## config.mk

```make
export PLATFORM = sky130hd
export DESIGN_NAME = pc_fetch_unit
export DESIGN_NICKNAME = d
export VERILOG_FILES = /design/src/rtl/pc_fetch_unit.sv
export SDC_FILE = /design/constraint.sdc
export NUM_CORES = 1
export LEC_CHECK = 0
export ABC_AREA = 0
export CORE_ASPECT_RATIO = 1.75
export CORE_MARGIN = 2
export CORE_UTILIZATION = 39
export DETAILED_ROUTE_END_ITERATION = 7
export PLACE_DENSITY = 0.81
export SLEW_MARGIN = 10
export SYNTH_ARGS = -nofsm -noshare
export SYNTH_HDL_FRONTEND = slang
export SYNTH_SLANG_ARGS = --single-unit
```

## constraint.sdc

```tcl
create_clock -name clk -period 2.55 [get_ports clk]
set_clock_uncertainty 0.15 [all_clocks]
set_input_delay 0.3825 -clock clk [delete_from_list [all_inputs] [get_ports clk]]
set_output_delay 0.3825 -clock clk [all_outputs]
set_load 0.01 [all_outputs]
```

## src/rtl/pc_fetch_unit.sv

```systemverilog
// Program counter and fetch sequencer: owns the architectural PC, redirects on branch/jump,
// squashes wrong-path fetches with a flush pulse plus bubble window, and holds on stall/halt.
module pc_fetch_unit #(
    parameter int unsigned              PC_WIDTH     = 16,
    parameter logic [PC_WIDTH-1:0]      RESET_VECTOR = '0,
    parameter int unsigned              BUBBLES      = 2
) (
    input  logic                clk,
    input  logic                rst,
    input  logic                stall_in,
    input  logic                branch_sel,
    input  logic [PC_WIDTH-1:0] branch_target,
    input  logic                jump_en,
    input  logic [PC_WIDTH-1:0] jump_target,
    input  logic                halt_in,
    output logic [PC_WIDTH-1:0] pc_out,
    output logic [PC_WIDTH-1:0] pc_plus1,
    output logic                fetch_valid,
    output logic                flush_out,
    output logic                halted
);

    typedef enum logic [1:0] {StRun, StFlush, StHalt} state_e;

    localparam logic [2:0] BubbleLoad = 3'(BUBBLES);

    state_e              state_q;
    logic [PC_WIDTH-1:0] pc_q;
    logic [2:0]          cnt_q;
    logic                flush_q;

    assign pc_plus1    = pc_q + PC_WIDTH'(1);
    assign pc_out      = pc_q;
    assign flush_out   = flush_q;
    assign fetch_valid = (state_q == StRun);
    assign halted      = (state_q == StHalt);

    always_ff @(posedge clk or posedge rst) begin
        if (rst) begin
            state_q <= StRun;
            pc_q    <= RESET_VECTOR;
            cnt_q   <= '0;
            flush_q <= 1'b0;
        end else begin
            flush_q <= 1'b0;
            unique case (state_q)
                StRun: begin
                    if (branch_sel) begin
                        pc_q    <= branch_target;
                        flush_q <= 1'b1;
                        cnt_q   <= BubbleLoad;
                        state_q <= StFlush;
                    end else if (halt_in) begin
                        state_q <= StHalt;
                    end else if (jump_en) begin
                        pc_q    <= jump_target;
                        flush_q <= 1'b1;
                        cnt_q   <= BubbleLoad;
                        state_q <= StFlush;
                    end else if (!stall_in) begin
                        pc_q <= pc_plus1;
                    end
                end
                StFlush: begin
                    // Jump/halt here belong to squashed instructions; only a branch redirects.
                    if (branch_sel) begin
                        pc_q    <= branch_target;
                        flush_q <= 1'b1;
                        cnt_q   <= BubbleLoad;
                    end else begin
                        cnt_q <= cnt_q - 3'd1;
                        if (!stall_in) begin
                            pc_q <= pc_plus1;
                        end
                        if (cnt_q == 3'd1) begin
                            state_q <= StRun;
                        end
                    end
                end
                StHalt: begin
                    state_q <= StHalt;
                end
                default: begin
                    state_q <= StRun;
                end
            endcase
        end
    end

endmodule

```

==> flow_summary.ini <==
[floorplan]
rows = 33
initial_core_util_pct = 40.64
die_x_um = 56.95
num_io_pins = 73
dieArea_um2 = 5504
fp.dieH_um = 96.65
core_area_um2 = 4707

[synthesis]
ys_top_cells_by_area = dfrtp_1 (29%), o21ai_0 (4.4%), nand2_1 (3.7%), xnor2_1 (3.7%), inv_1 (3.3%)
syn_inst = 241
syn_area_um2 = 1913
ys_ff_latch = 22
yosysWarnings = 0
synth_edf_count = 0
synth_cell_type_count = 57
synth_most_common_cell = dfrtp_1
ys_seq_area_share_pct = 28.78
synthTopCellsByCount = dfrtp_1 (22), nand2_1 (19), inv_1 (17), o21ai_0 (17), nor2_1 (15)
ys_async_sr_fraction_pct = 100.0
synth.top_cell.area_share_pct = 28.78
syn_nets = 282
synth_area_per_cell_um2 = 7.938
ys.flop_type = dfrtp_1
synth_top_area_cell = dfrtp_1

[placed_design]
dp.cells = 362
hpwl_mm = 4.936
postPlaceCellArea_um2 = 2759
io_buffers = 72
gp_congestion = 0.8914

[worst_setup_path]
worst-endpoint-arrival_ns = 1.96
path_max_fanout = 4
timing.rr.end = pc_out[0]
cp.required_ns = 2.02
crit_type = reg -> out
reg2reg_from = state_q[1]
cp_num_cells = 4
critPathTopFamily = buffers and inverters
worst-r2r-cell-count = 4
critPathBufInv = 1
startpoint_type = flip-flop
cp-startpoint = pc_out[2]
cp_cell_sequence = and4_1, and4_4, xor2_1, clkdlybuf4s50_1
crit_path_end_kind = primary output
rrSetupSlack_ns = 0.26
slowest_stage = clkdlybuf4s50_1
crit_end = pc_plus1[8]
max_stage_delay_ns = 0.59

[clock_network]
cts_tree = built
cts_hold_buffers = 0
clkTransAtPathRegs_ns = 0.09
cts-root-buf = clkbuf_8
cts_htree_levels = 1
clockBufferDepth = 2
cts_made_buffers = 3
insertion_delay_ns = 0.27
cts_num_sinks = 22

[routing]
via_count = 2396
vias_per_cell = 6.223
route.detailed.drc = 0
routed_wl_mm = 7.040
ant_nets = 0
drt_iter0_markers = 130
wl_per_cell_um = 18.29
drt_pass1_iterations = 4

[timing]
worst_pin_slew_ns = 0.6722
rsz0062_at_grt = no
relSlewSlack_pct = 54.71
setup_viol = 0
final.period_utilization_pct = 97.62
hold_viol = 0
drv_slew = 0
timing.fmax_ghz = 0.4017
whs_ns = 0.2908
finalSetupTns_ns = 0
min_period_ns = 2.489

[global_route]
grt_pass1_wl_mm = 11.15
grt_max_degree = 29
grt_pass1_vias = 2386
grt_util_all_layers_pct = 25.09
overflow = 0
antenna_found_initial = 0

[power]
max-vdd-ir-drop_mv = 0.6814
total_power_mw = 2.895
p_per_area_nw_per_um2 = 960.1
leakage_nw = 1.263

[final_layout]
final_area_um2 = 3015
regArea_um2 = 558.0
multi_input_area_um2 = 1254
nets = 375
n_fill_cell = 412
syn_to_final_growth_pct = 57.62
layout-drive-gt1-share_pct = 17.72
diodes = 0
stdcell_count = 385

[job]
max_cap_violations = 0

[status]
status = complete, no violations

[hold_path]
hold_class = in -> async
-- layout make-up --
type	instances	share of cell area [%]
multi-input combinational	182	41.58
tap	52	2.158
timing repair buffer	108	33.82
inverter	17	2.116
sequential	22	18.51
clock buffer	4	1.826
-- timing repair --
| action | in CTS | in global routing |
|---|---|---|
| buffers inserted | 11 | 8 |
| endpoints found under the setup margin | 10 | 7 |
| pin swaps | 5 | 0 |
| resized for setup | 12 | 10 |
| cloned | 0 | 0 |
-- how the worst min path moves through the flow --
stage,start,end,slack (ns),cells after the start
final,rst,pc_out[15],0.29,3
after global routing,rst,cnt_q[1],0.36,3
after CTS,rst,state_q[0],0.30,3
after detailed placement,cnt_q[2],cnt_q[2],0.33,1
after global placement,cnt_q[2],cnt_q[2],0.32,1
after floorplan,rst,cnt_q[0],0.22,1
-- sequential cells by signal, indices dropped and copies added, names as in the netlist --
| register | count |
|---|---|
| flush_out | 1 |
| pc_out | 16 |
| state_q | 2 |
| cnt_q | 3 |
-- tightest hold or removal path, delay by kind of cell --
kind,cells,cell delay (ns)
buffers and inverters,3,0.73
-- where the power goes --
group	switching (mW)	leakage [nW]	total, mW	internal [mW]
clock network	0.127	0.0288	0.265	0.138
logic	0.924	0.981	1.92	1.00
registers	0.205	0.253	0.705	0.501
total	1.26	1.26	2.90	1.64
-- logic make-up (layout without fill, tap and decap cells) --
group	after synthesis	count (layout)	share of synthesized area (%)
simple gates	88	88	25.83
compound gates	79	79	29.76
buf+inv	37	129	8.175
flops	22	22	28.78
xor+xnor	12	12	5.494
fa+ha+maj	3	3	1.962
-- metrics by stage --
stage,util (%),setup slack [ns]
6_report,64.06,0.06075
5_1_grt,64.06,0.002613
4_1_cts,62.12,0.003023
3_3_place_gp,58.61,0.1640
2_1_floorplan,-,0.6102
3_5_place_dp,58.61,0.1294
-- metal layers --
metal	up-vias	wire, um	global-route usage (%)
met4	0	341	14.31
met2	152	3790	43.85
li1	1088	-	-
met1	1121	2472	28.23
met3	35	435	3.075
met5	-	0	0
-- placed cells by master (no fill, tap or decap), drive strengths merged, types with 3 or more instances in the layout --
cell type,n
or2,3
clkbuf,4
buf,36
o21ai,18
ha,3
dfrtp,22
dlygate4sd2,3
o311ai,3
nand4,5
a21oi,10
and4,3
nand4b,3
nor3,3
xor2,4
nor4,6
clkdlybuf4s50,66
dlymetal6s2s,3
o31ai,3
inv,17
nor3b,3
nand2,19
a32o,4
nand2b,7
a32oi,3
o211ai,4
a221oi,3
xnor2,8
o2bb2ai,4
nor2,16
nand3,12
a31oi,5
o31a,3
No activity file was read; power rests on OpenSTA's default activity.
